File: config.mk
export PLATFORM = sky130hd
export DESIGN_NAME = sweep_response_meter_flat
export DESIGN_NICKNAME = d
export VERILOG_FILES = /design/src/rtl/sweep_response_meter_pkg.sv /design/src/rtl/sweep_response_meter_if.sv /design/src/rtl/sweep_response_meter_minmax_tracker.sv /design/src/rtl/sweep_response_meter.sv /design/src/flat_wrapper.sv
export SDC_FILE = /design/constraint.sdc
export NUM_CORES = 1
export LEC_CHECK = 0
export BUFFER_PORTS_ARGS = -buffer_cell sky130_fd_sc_hd__clkbuf_2
export CORE_MARGIN = 2
export CORE_UTILIZATION = 40
export CTS_BUF_LIST = sky130_fd_sc_hd__clkbuf_4 sky130_fd_sc_hd__clkbuf_8 sky130_fd_sc_hd__clkbuf_16
export DETAILED_ROUTE_END_ITERATION = 7
export PLACE_DENSITY = 0.63
export SLEW_MARGIN = 20
export SYNTH_ARGS = -nofsm -noshare
export SYNTH_HDL_FRONTEND = slang
export SYNTH_HIERARCHICAL = 1
export SYNTH_SLANG_ARGS = --single-unit
export TNS_END_PERCENT = 10
File: constraint.sdc
create_clock -name clk_4096 -period 9.95 [get_ports clk_4096]
set_input_delay 1.4925 -clock clk_4096 [delete_from_list [all_inputs] [get_ports clk_4096]]
set_output_delay 1.4925 -clock clk_4096 [all_outputs]
set_load 0.005 [all_outputs]
File: src/rtl/sweep_response_meter_pkg.sv
`default_nettype none
// +--------------------------------------------------------------------------+
// | Package  : sweep_pkg                                                      |
// | Purpose  : Shared sweep definitions for the DDS step generator and the    |
// |            sweep response meter (step count, step index type, FSM state). |
// | Revision : 1.0  initial release                                           |
// +--------------------------------------------------------------------------+
package sweep_pkg;

  localparam int N_STEPS_DEF    = 50;
  localparam int SAMPLE_RATE_HZ = 163840;

  typedef logic [5:0] step_idx_t;

  typedef enum logic [1:0] {
    IDLE    = 2'd0,
    SETTLE  = 2'd1,
    MEASURE = 2'd2,
    STORE   = 2'd3
  } meter_state_t;

  // Step indices are 1-based; 0 and anything beyond the sweep length are invalid.
  function automatic logic idx_in_range(input step_idx_t idx, input int unsigned n_steps);
    return (idx != '0) && ({26'd0, idx} <= n_steps);
  endfunction

endpackage
`default_nettype wire

File: src/rtl/sweep_response_meter_if.sv
`default_nettype none
// +--------------------------------------------------------------------------+
// | Interface: sweep_response_meter_if                                        |
// | Purpose  : Sample/step input, result, readback and error signals of the   |
// |            sweep response meter. SWEEP_RESPONSE_METER_DC_EN adds the DC   |
// |            mean result and its readback.                                  |
// | Revision : 1.0  initial release                                           |
// +--------------------------------------------------------------------------+
interface sweep_response_meter_if #(
  parameter int DW = 12
);
  import sweep_pkg::*;

  logic          sample_en;
  logic [DW-1:0] adc_data;
  logic          step_start;
  step_idx_t     step_idx;
  logic          res_valid;
  step_idx_t     res_idx;
  logic [DW-1:0] res_pp;
  logic          sweep_done;
  step_idx_t     rd_addr;
  logic [DW-1:0] rd_data;
  logic          err_abort;
  logic          err_idx;
`ifdef SWEEP_RESPONSE_METER_DC_EN
  logic [DW-1:0] res_dc;
  logic [DW-1:0] rd_dc;

  modport master (
    output sample_en, adc_data, step_start, step_idx, rd_addr,
    input  res_valid, res_idx, res_pp, sweep_done, rd_data, err_abort, err_idx,
    input  res_dc, rd_dc
  );

  modport slave (
    input  sample_en, adc_data, step_start, step_idx, rd_addr,
    output res_valid, res_idx, res_pp, sweep_done, rd_data, err_abort, err_idx,
    output res_dc, rd_dc
  );
`else
  modport master (
    output sample_en, adc_data, step_start, step_idx, rd_addr,
    input  res_valid, res_idx, res_pp, sweep_done, rd_data, err_abort, err_idx
  );

  modport slave (
    input  sample_en, adc_data, step_start, step_idx, rd_addr,
    output res_valid, res_idx, res_pp, sweep_done, rd_data, err_abort, err_idx
  );
`endif

endinterface
`default_nettype wire

File: src/rtl/sweep_response_meter_minmax_tracker.sv
`default_nettype none
// +--------------------------------------------------------------------------+
// | Module   : minmax_tracker                                                 |
// | Purpose  : Running minimum/maximum of a sample stream with peak-to-peak   |
// |            output (max - min).                                            |
// | Revision : 1.0  initial release                                           |
// +--------------------------------------------------------------------------+
module minmax_tracker #(
  parameter int DW = 12
) (
  input  wire logic          clk_4096,
  input  wire logic          rst,
  input  wire logic          i_clr,
  input  wire logic          i_upd,
  input  wire logic [DW-1:0] i_din,
  output logic      [DW-1:0] o_pp
);

  logic [DW-1:0] r_min;
  logic [DW-1:0] r_max;

  // Clear loads the neutral extremes so the first update sets both min and max.
  always_ff @(posedge clk_4096) begin
    if (!rst) begin
      r_min <= '1;
      r_max <= '0;
    end else if (i_clr) begin
      r_min <= '1;
      r_max <= '0;
    end else if (i_upd) begin
      if (i_din < r_min) r_min <= i_din;
      if (i_din > r_max) r_max <= i_din;
    end
  end

  // Only sampled after at least one update, so max >= min and this never wraps.
  assign o_pp = r_max - r_min;

endmodule
`default_nettype wire

File: src/rtl/sweep_response_meter.sv
`default_nettype none
// +--------------------------------------------------------------------------+
// | Module   : sweep_response_meter                                           |
// | Purpose  : Per-step peak-to-peak amplitude measurement of the DUT         |
// |            response during a stepped-frequency sweep, with a result       |
// |            buffer for host/FFT readback.                                  |
// | Options  : SWEEP_RESPONSE_METER_DC_EN adds a window mean (res_dc) and a   |
// |            second readback buffer (rd_dc).                                |
// | Revision : 1.0  initial release                                           |
// +--------------------------------------------------------------------------+
module sweep_response_meter
  import sweep_pkg::*;
#(
  parameter int N_STEPS        = N_STEPS_DEF,
  parameter int SETTLE_SAMPLES = 8192,
  parameter int MEAS_LOG2      = 16,
  parameter int DW             = 12
) (
  input  wire logic             clk_4096,
  input  wire logic             rst,
  sweep_response_meter_if.slave bus
);

  // One counter serves both the settle and measurement phases.
  localparam int c_cnt_w = ((MEAS_LOG2 > $clog2(SETTLE_SAMPLES)) ? MEAS_LOG2
                                                                  : $clog2(SETTLE_SAMPLES)) + 1;
  localparam logic [c_cnt_w-1:0] c_settle_last = c_cnt_w'(SETTLE_SAMPLES - 1);
  localparam logic [c_cnt_w-1:0] c_meas_last   = c_cnt_w'((2 ** MEAS_LOG2) - 1);

  meter_state_t         r_state;
  meter_state_t         w_next;
  step_idx_t            r_idx;
  logic [c_cnt_w-1:0]   r_cnt;
  logic                 r_err_abort;
  logic                 r_err_idx;
  logic [DW-1:0]        r_rd_data;
  logic [DW-1:0]        r_mem [1:N_STEPS];

  logic                 w_cnt_clr;
  logic                 w_cnt_inc;
  logic                 w_idx_load;
  logic                 w_set_abort;
  logic                 w_set_err_idx;
  logic                 w_mm_clr;
  logic                 w_mm_upd;
  logic                 w_we;
  logic                 w_idx_ok;
  logic                 w_rd_ok;
  logic                 w_valid;
  logic [DW-1:0]        w_pp;

  assign w_idx_ok = idx_in_range(bus.step_idx, int'(N_STEPS));
  assign w_rd_ok  = idx_in_range(bus.rd_addr, int'(N_STEPS));

  minmax_tracker #(.DW(DW)) u_minmax (
    .clk_4096 (clk_4096),
    .rst      (rst),
    .i_clr    (w_mm_clr),
    .i_upd    (w_mm_upd),
    .i_din    (bus.adc_data),
    .o_pp     (w_pp)
  );

  // State register.
  always_ff @(posedge clk_4096) begin
    if (!rst) r_state <= IDLE;
    else      r_state <= w_next;
  end

  // Next state and datapath controls; a step_start overrides any strobe in the same cycle.
  always_comb begin
    w_next        = r_state;
    w_cnt_clr     = 1'b0;
    w_cnt_inc     = 1'b0;
    w_idx_load    = 1'b0;
    w_set_abort   = 1'b0;
    w_set_err_idx = 1'b0;
    w_mm_clr      = 1'b0;
    w_mm_upd      = 1'b0;
    w_we          = 1'b0;
    case (r_state)
      IDLE: ;
      SETTLE: begin
        if (bus.sample_en) begin
          if (r_cnt == c_settle_last) begin
            w_next    = MEASURE;
            w_cnt_clr = 1'b1;
            w_mm_clr  = 1'b1;
          end else begin
            w_cnt_inc = 1'b1;
          end
        end
      end
      MEASURE: begin
        if (bus.sample_en) begin
          w_mm_upd = 1'b1;
          if (r_cnt == c_meas_last) w_next = STORE;
          else                      w_cnt_inc = 1'b1;
        end
      end
      STORE: begin
        w_we   = 1'b1;
        w_next = IDLE;
      end
      default: w_next = IDLE;
    endcase
    if (bus.step_start) begin
      w_cnt_inc = 1'b0;
      w_mm_upd  = 1'b0;
      w_mm_clr  = 1'b0;
      if (r_state == SETTLE || r_state == MEASURE) w_set_abort = 1'b1;
      if (w_idx_ok) begin
        w_next     = SETTLE;
        w_idx_load = 1'b1;
        w_cnt_clr  = 1'b1;
      end else begin
        w_next        = IDLE;
        w_set_err_idx = 1'b1;
      end
    end
  end

  // Sample counter, latched step index and sticky error flags.
  always_ff @(posedge clk_4096) begin
    if (!rst) begin
      r_cnt       <= '0;
      r_idx       <= '0;
      r_err_abort <= 1'b0;
      r_err_idx   <= 1'b0;
    end else begin
      if (w_cnt_clr)      r_cnt <= '0;
      else if (w_cnt_inc) r_cnt <= r_cnt + 1'b1;
      if (w_idx_load)     r_idx <= bus.step_idx;
      if (w_set_abort)    r_err_abort <= 1'b1;
      if (w_set_err_idx)  r_err_idx   <= 1'b1;
    end
  end

  // Result buffer keeps its contents through reset; a write never lands while reset is held.
  always_ff @(posedge clk_4096) begin
    if (w_we && rst) r_mem[r_idx] <= w_pp;
  end

  // Registered readback; a same-cycle write to the address returns the previous value.
  always_ff @(posedge clk_4096) begin
    if (!rst)         r_rd_data <= '0;
    else if (w_rd_ok) r_rd_data <= r_mem[bus.rd_addr];
    else              r_rd_data <= '0;
  end

  assign w_valid        = (r_state == STORE);
  assign bus.res_valid  = w_valid;
  assign bus.res_idx    = w_valid ? r_idx : '0;
  assign bus.res_pp     = w_valid ? w_pp  : '0;
  assign bus.sweep_done = w_valid && (r_idx == step_idx_t'(N_STEPS));
  assign bus.rd_data    = r_rd_data;
  assign bus.err_abort  = r_err_abort;
  assign bus.err_idx    = r_err_idx;

`ifdef SWEEP_RESPONSE_METER_DC_EN
  logic [DW+MEAS_LOG2-1:0] r_acc;
  logic [DW-1:0]           w_dc;
  logic [DW-1:0]           r_rd_dc;
  logic [DW-1:0]           r_mem_dc [1:N_STEPS];

  // Window sum, cleared on entry to MEASURE alongside the min/max registers.
  always_ff @(posedge clk_4096) begin
    if (!rst)          r_acc <= '0;
    else if (w_mm_clr) r_acc <= '0;
    else if (w_mm_upd) r_acc <= r_acc + {{MEAS_LOG2{1'b0}}, bus.adc_data};
  end

  assign w_dc = r_acc[DW+MEAS_LOG2-1:MEAS_LOG2];

  // DC result buffer, written in the same cycle as the amplitude buffer.
  always_ff @(posedge clk_4096) begin
    if (w_we && rst) r_mem_dc[r_idx] <= w_dc;
  end

  // Registered DC readback with the same timing as rd_data.
  always_ff @(posedge clk_4096) begin
    if (!rst)         r_rd_dc <= '0;
    else if (w_rd_ok) r_rd_dc <= r_mem_dc[bus.rd_addr];
    else              r_rd_dc <= '0;
  end

  assign bus.res_dc = w_valid ? w_dc : '0;
  assign bus.rd_dc  = r_rd_dc;
`endif

endmodule
`default_nettype wire

File: src/flat_wrapper.sv
// flat-port wrapper written by rule: the top's interface ports become plain ports
module sweep_response_meter_flat import sweep_pkg::*;
#(
  parameter int N_STEPS        = N_STEPS_DEF,
  parameter int SETTLE_SAMPLES = 8192,
  parameter int MEAS_LOG2      = 16,
  parameter int DW             = 12
)
  (clk_4096, rst, bus_sample_en, bus_adc_data, bus_step_start, bus_step_idx, bus_rd_addr, bus_res_valid, bus_res_idx, bus_res_pp, bus_sweep_done, bus_rd_data, bus_err_abort, bus_err_idx);
  sweep_response_meter_if #(.DW(DW)) bus_i ();
  input  wire logic clk_4096;
  input  wire logic rst;
  input wire logic [$bits(bus_i.sample_en)-1:0] bus_sample_en;
  input wire logic [$bits(bus_i.adc_data)-1:0] bus_adc_data;
  input wire logic [$bits(bus_i.step_start)-1:0] bus_step_start;
  input wire logic [$bits(bus_i.step_idx)-1:0] bus_step_idx;
  input wire logic [$bits(bus_i.rd_addr)-1:0] bus_rd_addr;
  output wire logic [$bits(bus_i.res_valid)-1:0] bus_res_valid;
  output wire logic [$bits(bus_i.res_idx)-1:0] bus_res_idx;
  output wire logic [$bits(bus_i.res_pp)-1:0] bus_res_pp;
  output wire logic [$bits(bus_i.sweep_done)-1:0] bus_sweep_done;
  output wire logic [$bits(bus_i.rd_data)-1:0] bus_rd_data;
  output wire logic [$bits(bus_i.err_abort)-1:0] bus_err_abort;
  output wire logic [$bits(bus_i.err_idx)-1:0] bus_err_idx;
  assign bus_i.sample_en = bus_sample_en;
  assign bus_i.adc_data = bus_adc_data;
  assign bus_i.step_start = bus_step_start;
  assign bus_i.step_idx = bus_step_idx;
  assign bus_i.rd_addr = bus_rd_addr;
  assign bus_res_valid = bus_i.res_valid;
  assign bus_res_idx = bus_i.res_idx;
  assign bus_res_pp = bus_i.res_pp;
  assign bus_sweep_done = bus_i.sweep_done;
  assign bus_rd_data = bus_i.rd_data;
  assign bus_err_abort = bus_i.err_abort;
  assign bus_err_idx = bus_i.err_idx;
  sweep_response_meter #(.N_STEPS(N_STEPS), .SETTLE_SAMPLES(SETTLE_SAMPLES), .MEAS_LOG2(MEAS_LOG2), .DW(DW)) u_core (.clk_4096(clk_4096), .rst(rst), .bus(bus_i));
endmodule
==> metrics, run 1 <==
Max Cap Viol 0; worst slew pin tran 1140 ps; Cell Area, Synth 0.0278 sq mm; Initial Utilization 0.405; pin count of the biggest net entering global routing 80; status finished clean; post-CTS sizing 0; first-pass GRT wire length 100,000 um; CTS HTree Levels 3; largest area contributor in the netlist edfxtp_1; Util after Layout 0.459; first-pass detailed-route iteration total 5; global placer's final weighted congestion 0.825; layout cell share with drive strength beyond 1 0.218; sequential share of the synthesized area 0.695; FFs w/ async S/R, synth 0; final WL 67,500 um; final setup vio count 0; Area after DPL 0.0292 sq mm; top cells by area, synth edfxtp_1, mux4_2, dfxtp_1, mux2i_1, ha_1; final-layout fill cell count 5,930; Hold-fix buffers, CTS 0; Multi-input gate area 0.00785 sq mm; classification of the worst setup path flip-flop to output pin; clock latency on the worst-skew pair 610 ps; CP Launch Type flip-flop; prevailing post-synth register cell edfxtp_1; Detailed Place HPWL 41,700 um; violation count after the first detailed-route iteration 1,481; DR vias/cell 5.69; Hold Crit Class flip-flop to flip-flop; period utilisation layout 0.505; syn avg cell area 16.7 sq um; Die Span X 267 um; Setup TNS Final 0 ps; diodes inserted 0; CTS tree built; vias in the first global route 15.6k; Max IR drop VDD 0.105 mV; worst slack, placed 5350 ps; pwr dens 190 mW/mm^2; CTS buffer count 70; CP arrival 3530 ps; Synth top area share 0.649; number of port buffers 61; DRC viols 0; Setup Skew 21.2 ps; Tmin final 5020 ps; Die Y 267 um; post-synthesis net count 1,729; FF+latch area 0.0193 sq mm; vias post-DR 15.6k; root buffer cell clkbuf_16; GRT Total Usage 0.190; antenna violations before repair 1; post-route cell area 0.0315 sq mm; Std-Cell Rows 96; fmax 0.199 GHz; reg2reg path depth 5; Worst R2R Setup Slack 6820 ps; clk buf depth 3; Slew HR 0.234; Post-DRT Antenna Nets 0; grt total ovfl 0; Syn Inst Count 1,661; number of synthesized register bits 663; fin nets 1,824; Critical Path End Type output pin; Yosys cell types 88; Layout area overhead 13.5%; Leak 9.85 nW; RSZ-0062 raised after global routing no; Worst EP required 8460 ps; final count of hold timing violations 0; # IOs 62; Worst-path clk slew 60 ps; Slew Limit Fails 0; Post-synth EDFFs 600; Routed WL per cell 24.7 um; DIE AREA 0.0715 sq mm; hold depth 1; core area 0.0686 sq mm; fin worst setup slack 4930 ps; critical path fanouts, max 51; synth warn 6; CTS Sinks 663; setup bufs post-CTS 0
registers in the layout, indices dropped and copies added (netlist names):
signal                 flops
u_core/bus.err_abort       1
u_core/bus.err_idx         1
u_core/bus.rd_data        12
u_core/r_cnt              17
u_core/r_idx               6
u_core/r_mem             600
u_core/r_state             2
u_core/u_minmax/r_max     12
u_core/u_minmax/r_min     12
report_power, final:
part	switching (mW)	internal (mW)	total, mW
clock	1.04	1.54	2.58
combinational	0.218	0.111	0.329
sequential	0.0152	3.06	3.07
metrics by stage:
stage | std cells | total power, mW | hold WS, ps
floorplan | 1661 | 3.35 | 448
global placement | 2613 | 3.45 | 458
detailed placement | 2613 | 3.46 | 471
CTS | 2735 | 6.03 | 485
global route | 2737 | 6.16 | 507
finish | 2737 | 5.98 | 476
path summary, 6_finish.rpt:
| path | from | end |
|---|---|---|
| setup reg to reg | u_core/r_state[0]$_SDFFE_PN0P_ | u_core/r_mem[1][3]$_DFFE_PP_ |
| hold reg to reg | u_core/bus.err_abort$_SDFFE_PN0P_ | u_core/bus.err_abort$_SDFFE_PN0P_ |
| setup / recovery | u_core/u_minmax/r_max[0]$_SDFFE_PP0P_ | bus_res_pp[10] |
| hold / removal | u_core/bus.err_abort$_SDFFE_PN0P_ | u_core/bus.err_abort$_SDFFE_PN0P_ |
layer usage:
| layer | vias to the layer above | track usage | wire length, um |
|---|---|---|---|
| met1 | 8059 | 0.263 | 28800 |
| li1 | 6888 | - | - |
| met4 | 2 | 0.0626 | 1490 |
| met3 | 85 | 0.0357 | 4750 |
| met5 | - | 0 | 12 |
| met2 | 550 | 0.305 | 32400 |
final cells by class:
| class | count | area share |
|---|---|---|
| sequential | 663 | 0.612 |
| timing repair buffer | 119 | 0.0246 |
| multi-input combinational | 860 | 0.249 |
| clock buffer | 90 | 0.0619 |
| clock inverter | 32 | 0.0102 |
| tap | 931 | 0.0370 |
| inverter | 42 | 0.00501 |
layout by cell type, fill, tap and decap left out, types with 11 or more instances in the layout:
| cell | synthesis | final |
|---|---|---|
| edfxtp_1 | 600 | 600 |
| mux4_2 | 94 | 94 |
| mux2i_1 | 82 | 82 |
| clkbuf_16 | 0 | 72 |
| nor2_1 | 81 | 69 |
| dfxtp_1 | 63 | 63 |
| clkbuf_2 | 1 | 58 |
| buf_4 | 14 | 58 |
| a21oi_1 | 55 | 53 |
| nand2_1 | 46 | 46 |
| nand3_1 | 44 | 44 |
| inv_1 | 41 | 40 |
| ha_1 | 39 | 39 |
| nor2b_1 | 32 | 32 |
| o211ai_1 | 26 | 26 |
| o21ai_0 | 25 | 25 |
| and2_1 | 23 | 23 |
| nand4_1 | 22 | 22 |
| a211oi_1 | 20 | 20 |
| mux2_2 | 19 | 19 |
| o2111ai_1 | 17 | 17 |
| clkbuf_4 | 1 | 16 |
| o22ai_1 | 15 | 15 |
| clkinv_1 | 0 | 14 |
| or3_1 | 14 | 14 |
| nor2_2 | 0 | 12 |
| nand3b_1 | 11 | 11 |
| a221oi_1 | 11 | 11 |
cells by family (layout without fill, tap and decap cells):
| logic type | count (synthesis) | in the layout | synth area share |
|---|---|---|---|
| mux | 202 | 202 | 0.120 |
| xor+xnor | 10 | 10 | 0.00316 |
| fa+ha+maj | 40 | 40 | 0.0183 |
| buf+inv | 138 | 283 | 0.0286 |
| flops | 663 | 663 | 0.695 |
| compound gates | 265 | 265 | 0.0679 |
| simple gates | 343 | 343 | 0.0671 |
cells in the mapped netlist, types with 7 or more instances:
| cell type | instances |
|---|---|
| a2111oi_0 | 10 |
| mux2_2 | 19 |
| nand4_1 | 22 |
| edfxtp_1 | 600 |
| nand2_1 | 46 |
| o2111ai_1 | 17 |
| and2_1 | 23 |
| o22ai_1 | 15 |
| mux4_2 | 94 |
| o31ai_1 | 7 |
| o211ai_1 | 26 |
| buf_6 | 14 |
| nor4_1 | 8 |
| or3_1 | 14 |
| o221ai_1 | 9 |
| o21a_1 | 9 |
| o21ai_0 | 25 |
| mux4_1 | 7 |
| nor2b_1 | 32 |
| nand2b_1 | 10 |
| ha_1 | 39 |
| a22oi_1 | 10 |
| clkbuf_1 | 23 |
| dfxtp_1 | 63 |
| a31oi_1 | 7 |
| a221oi_1 | 11 |
| mux2i_1 | 82 |
| nor2_1 | 81 |
| nand3b_1 | 11 |
| buf_2 | 32 |
| buf_4 | 14 |
| a211oi_1 | 20 |
| a21oi_1 | 55 |
| inv_1 | 41 |
| nand3_1 | 44 |
critical path, cell delays in order, from the launching register on:
cell and delay (ps):
dfxtp_1 380, inv_1 60, ha_1 220, fa_1 430
nor2b_1 180, o31a_1 220, o21ai_1 130, a211oi_1 260
a211o_2 710, and2_1 220, clkbuf_2 110
(Power assumes the default switching activity.)
==> inputs of run 2 (changes only) <==
- PLACE_DENSITY: 0.63 -> 0.65
- clock period: 9.95 -> 4.4 ns (I/O delays scaled with it)
==> metrics, run 2 (same netlist as run 1, synthesis figures left out) <==
status finished clean (unchanged); Reg2Reg Launch Point u_core/u_minmax/r_max[0]$_SDFFE_PP0P_ (was u_core/r_state[0]$_SDFFE_PN0P_); CTS HTree Levels 3 (unchanged); number of port buffers 61 (unchanged); grt total ovfl 0 (unchanged); layout cell share with drive strength beyond 1 0.232 (was 0.218); Layout area overhead 14.9% (was 13.5%); Worst-path clk slew 60 ps (about the same); worst slew pin tran 1210 ps (was 1140 ps); DRC viols 0 (unchanged); delay-heaviest family, CP compound AO/OA/AOI/OAI gates (unchanged); slowest cell on the critical path fa_1 (was a211o_2); max reg flops 600 (unchanged); Largest regs u_core/r_mem (600), u_core/r_cnt (17) (unchanged); commonest non-fill, non-tap cell in the layout edfxtp_1 (unchanged); fin cells 2,774 (was 2,737); clock latency on the worst-skew pair 640 ps (was 610 ps); root buffer cell clkbuf_16 (unchanged); Slew HR 0.194 (was 0.234); fmax 0.270 GHz; hold slack 339 ps (was 476 ps); FF+latch area 0.0193 sq mm (unchanged); Worst path max stage delay 430 ps (was 710 ps); most frequent cells in the layout edfxtp_1, mux4_2, buf_4 (was edfxtp_1, mux4_2, mux2i_1); Hold-fix buffers, CTS 0 (unchanged); Slew Limit Fails 0 (unchanged); Leak 10.1 nW (was 9.85 nW); setup bufs post-CTS 0 (unchanged); worst slack, placed 1130 ps (was 5350 ps); Setup TNS Final 0 ps (unchanged); vias post-DR 15.9k (was 15.6k); Die Y 267 um (unchanged); Multi-input gate area 0.00783 sq mm (was 0.00785 sq mm); first-pass GRT wire length 104,000 um (was 100,000 um); Worst R2R Setup Slack 1420 ps (was 6820 ps); vias in the first global route 15.9k (was 15.6k); clk buf depth 3 (unchanged); Die Span X 267 um (unchanged); Max Cap Viol 0 (unchanged); CTS buffer count 69 (was 70); CP Launch Type flip-flop (unchanged); # IOs 62 (unchanged); DIE AREA 0.0715 sq mm (unchanged); period utilisation layout 0.843; Tmin final 3710 ps; final-layout fill cell count 5,766 (was 5,930); fin worst setup slack 690 ps (was 4930 ps); CTS tree built (unchanged); Largest Register u_core/r_mem (unchanged); hold path start bus_step_idx[2] (was u_core/bus.err_abort$_SDFFE_PN0P_); critical path fanouts, max 4 (was 51); Hold Crit Class input port to flip-flop (was flip-flop to flip-flop); core area 0.0686 sq mm (unchanged); final WL 70,500 um (was 67,500 um); Inst Count DP 2,646 (was 2,613); CP Launch Point u_core/u_minmax/r_max[0]$_SDFFE_PP0P_ (unchanged); classification of the worst setup path flip-flop to output pin (unchanged); CP arrival 3050 ps (was 3530 ps); pwr dens 434 mW/mm^2 (was 190 mW/mm^2); Routed WL per cell 25.4 um (was 24.7 um); Initial Utilization 0.405 (unchanged); GRT Total Usage 0.198 (was 0.190); post-CTS sizing 0 (unchanged); Critical Path End Type output pin (unchanged); violation count after the first detailed-route iteration 1,583 (was 1,481); R2R Path End u_core/r_mem[43][10]$_DFFE_PP_ (was u_core/r_mem[1][3]$_DFFE_PP_); pin count of the biggest net entering global routing 88 (was 80); reg2reg path depth 9 (was 5); global placer's final weighted congestion 0.818 (was 0.825); Detailed Place HPWL 44,200 um (was 41,700 um); DR vias/cell 5.73 (was 5.69); RSZ-0062 raised after global routing no (unchanged); CTS Sinks 663 (unchanged); antenna violations before repair 3 (was 1); Setup Skew 50.7 ps (was 21.2 ps); fin nets 1,854 (was 1,824); Std-Cell Rows 96 (unchanged); Max IR drop VDD 0.288 mV (was 0.105 mV); Worst EP required 3740 ps (was 8460 ps); final count of hold timing violations 0 (unchanged); CP Buf/Inv Count 2 (unchanged); Hold Path Sink u_core/r_idx[2]$_SDFFE_PN0P_ (was u_core/bus.err_abort$_SDFFE_PN0P_); first-pass detailed-route iteration total 5 (unchanged); final setup vio count 0 (unchanged); hold depth 3 (was 1); Post-DRT Antenna Nets 0 (unchanged); CP Cell Sequence inv_1, ha_1, fa_1, nor2b_1, o31a_1, o21ai_1, a21o_1, a211o_2, and2_1, clkbuf_2 (was inv_1, ha_1, fa_1, nor2b_1, o31a_1, o21ai_1, a211oi_1, a211o_2, and2_1, clkbuf_2)
## run 2: changes by cell type in the layout (fill, tap and decap cells not counted), moves of 4 or more
cell	before	now
clkinvlp_4	1	5
clkinv_1	14	8
clkinv_2	6	11
nor2_2	12	2
nor2_1	69	79
buf_4	58	88
clkinv_16	0	4
## run 2: worst max path at each step
stage / endpoint / slack (ps) / cells after the start
2_1_floorplan: bus_res_pp[11] / 400 / 8
3_3_place_gp: u_core/bus.rd_data[2]$_SDFF_PN0_ / 1150 / 6
3_5_place_dp: u_core/bus.rd_data[2]$_SDFF_PN0_ / 1130 / 6
4_1_cts: bus_res_pp[10] / 670 / 10
5_1_grt: bus_res_pp[10] / 550 / 10
6_report: bus_res_pp[10] / 690 / 10
## run 2: per-layer routing
layer  global-route usage  wire length (um)  share of wire  vias up
li1                     -                 -              -     6929
met1                0.260             28000           0.40     8199
met2                0.335             35400           0.50      650
met3               0.0383              5350          0.076      121
met4               0.0597              1850          0.026        0
met5                    0                 0              0        -
## run 2: where the power goes
part	total, mW	switching (mW)	internal [mW]
logic	0.779	0.515	0.264
clock network	6.12	2.53	3.59
registers	6.95	0.0315	6.92
total	13.8	3.07	10.8
## run 2: layout make-up
type / count / share of cell area
multi-input cells: 860 / 0.246
repair buffers: 150 / 0.0319
flip-flops and latches: 663 / 0.605
well taps: 931 / 0.0365
clock inverters: 41 / 0.0170
inverters: 42 / 0.00494
clock buffers: 86 / 0.0593
diodes: 1 / 0.0000785
## run 2: stage by stage
step,total power [mW],instance area (sq um),util
after floorplan,7.57,27800,-
after global placement,7.85,29400,0.429
after detailed placement,7.86,29400,0.429
after CTS,13.9,31900,0.465
after global routing,14.3,31900,0.465
final,13.8,31900,0.465
## run 2: tightest hold or removal path, cell delays in order
cell	delay [ps]
clkbuf_2	100
mux2i_1	70
nor2b_1	100
==> inputs of run 3 (changes only) <==
- clock period: 4.4 -> 3.05 ns (I/O delays scaled with it)
==> metrics, run 3 (same netlist as run 1, synthesis figures left out) <==
GRT Total Usage 0.197 (was 0.198); R2R Path End u_core/r_mem[47][10]$_DFFE_PP_ (was u_core/r_mem[43][10]$_DFFE_PP_); fmax 0.320 GHz; CTS HTree Levels 3 (unchanged); core area 0.0686 sq mm (unchanged); Hold Path Sink u_core/r_idx[1]$_SDFFE_PN0P_ (was u_core/r_idx[2]$_SDFFE_PN0P_); critical path fanouts, max 4 (unchanged); final setup vio count 3 (was 0); max reg flops 600 (unchanged); Largest regs u_core/r_mem (600), u_core/r_cnt (17) (unchanged); Setup Skew 26.9 ps (was 50.7 ps); fin worst setup slack -77.9 ps (was 690 ps); global placer's final weighted congestion 0.842 (was 0.818); Worst path max stage delay 350 ps (was 430 ps); CTS Sinks 663 (unchanged); classification of the worst setup path flip-flop to output pin (unchanged); Initial Utilization 0.405 (unchanged); vias in the first global route 15.9k (about the same); CTS buffer count 70 (was 69); Layout area overhead 16.3% (was 14.9%); root buffer cell clkbuf_16 (unchanged); final WL 69,800 um (was 70,500 um); number of port buffers 61 (unchanged); slowest cell on the critical path fa_2 (was fa_1); first-pass detailed-route iteration total 5 (unchanged); hold depth 3 (unchanged); DRC viols 0 (unchanged); final count of hold timing violations 0 (unchanged); failing checks setup timing; layout cell share with drive strength beyond 1 0.256 (was 0.232); period utilisation layout 1.03; diodes inserted 0 (was 1); CP Launch Type flip-flop (unchanged); Die Span X 267 um (unchanged); vias post-DR 15.9k (about the same); Worst-path clk slew 60 ps (about the same); Max Cap Viol 0 (unchanged); violation count after the first detailed-route iteration 1,581 (was 1,583); Worst EP required 2590 ps (was 3740 ps); Max IR drop VDD 0.366 mV (was 0.288 mV); fin nets 1,901 (was 1,854); DIE AREA 0.0715 sq mm (unchanged); Routed WL per cell 24.8 um (was 25.4 um); grt total ovfl 0 (unchanged); Leak 10.2 nW (was 10.1 nW); pin count of the biggest net entering global routing 51 (was 88); RSZ-0062 raised after global routing yes (was no); CP Cell Sequence inv_2, ha_4, fa_2, nor2b_2, o31a_1, o21ai_2, a21o_1, a211o_2, and2_4, buf_6 (was inv_1, ha_1, fa_1, nor2b_1, o31a_1, o21ai_1, a21o_1, a211o_2, and2_1, clkbuf_2); status complete, but fails checks (was finished clean); Setup TNS Final -169 ps (was 0 ps); Inst Count DP 2,684 (was 2,646); Util after Layout 0.471 (was 0.465); clk buf depth 3 (unchanged); pwr dens 608 mW/mm^2 (was 434 mW/mm^2); CTS tree built (unchanged); first-pass GRT wire length 103,000 um (was 104,000 um); antenna violations before repair 2 (was 3); commonest non-fill, non-tap cell in the layout edfxtp_1 (unchanged); CP arrival 2670 ps (was 3050 ps); Die Y 267 um (unchanged); Hold-fix buffers, CTS 0 (unchanged); Worst R2R Setup Slack 500 ps (was 1420 ps); DR vias/cell 5.66 (was 5.73); Largest Register u_core/r_mem (unchanged); most frequent cells in the layout edfxtp_1, buf_4, mux4_2 (was edfxtp_1, mux4_2, buf_4); Hold Crit Class input port to flip-flop (unchanged); Post-DRT Antenna Nets 0 (unchanged); Detailed Place HPWL 45,100 um (was 44,200 um); reg2reg path depth 9 (unchanged); fin cells 2,816 (was 2,774); Tmin final 3130 ps; Std-Cell Rows 96 (unchanged); hold path start bus_step_idx[1] (was bus_step_idx[2]); Slew HR 0.326 (was 0.194); Critical Path End Type output pin (unchanged); clock latency on the worst-skew pair 600 ps (was 640 ps); Slew Limit Fails 0 (unchanged); CP Launch Point u_core/u_minmax/r_max[0]$_SDFFE_PP0P_ (unchanged); # IOs 62 (unchanged); worst slew pin tran 1010 ps (was 1210 ps); Reg2Reg Launch Point u_core/u_minmax/r_max[0]$_SDFFE_PP0P_ (unchanged)
-- run 3: where the power goes --
| group | leakage, nW | switching [mW] | internal [mW] | total (mW) |
|---|---|---|---|---|
| logic | 3.84 | 0.745 | 0.423 | 1.17 |
| clock network | 1.12 | 3.47 | 4.96 | 8.42 |
| registers | 5.27 | 0.0433 | 9.98 | 10.0 |
-- run 3: worst max path at each step --
stage | endpoint | cells after the start
2_1_floorplan | bus_res_pp[5] | 8
3_3_place_gp | bus_res_pp[8] | 10
3_5_place_dp | u_core/bus.rd_data[10]$_SDFF_PN0_ | 6
4_1_cts | bus_res_pp[10] | 10
5_1_grt | bus_res_pp[10] | 10
6_report | bus_res_pp[10] | 10
-- run 3: area by class of cell --
type,instances,area (sq um)
flip-flops and latches,663,19300
clock buffers,83,1850
multi-input cells,860,7930
clock inverters,41,427
repair buffers,196,1460
inverters,42,158
fillers,5732,36300
well taps,931,1160
-- run 3: what timing repair did --
item                       4_1_cts  5_1_grt
pin swaps                        9        7
resized for setup               26        6
setup endpoints to repair        6        7
hold endpoints to repair         0        0
buffers inserted                 5        3
-- run 3: metal layers --
layer  GRT usage  part of all wire  vias up
li1            -                 -     7035
met2       0.328              0.49      578
met1       0.263              0.41     8196
met5           0                 0        -
met3      0.0351             0.062      122
met4      0.0638             0.031        0
-- run 3: per-stage QoR --
stage	power, mW	worst slack, ps	hold WS (ps)	instance area (sq um)
floorplan	10.9	-336	448	27800
global placement	11.3	184	455	29800
detailed placement	11.4	143	460	29800
CTS	19.8	-168	148	32200
global route	20.2	-176	177	32300
finish	19.6	-77.9	179	32300
-- run 3: worst max-delay path: cells and delay by family (launching register included) --
family	cells	cell delay [ps]
buffers and inverters	2	150
AO/OA/AOI/OAI	4	790
AND/OR/NAND/NOR	2	310
flip-flops	1	330
adder cells (fa/ha/maj)	2	500
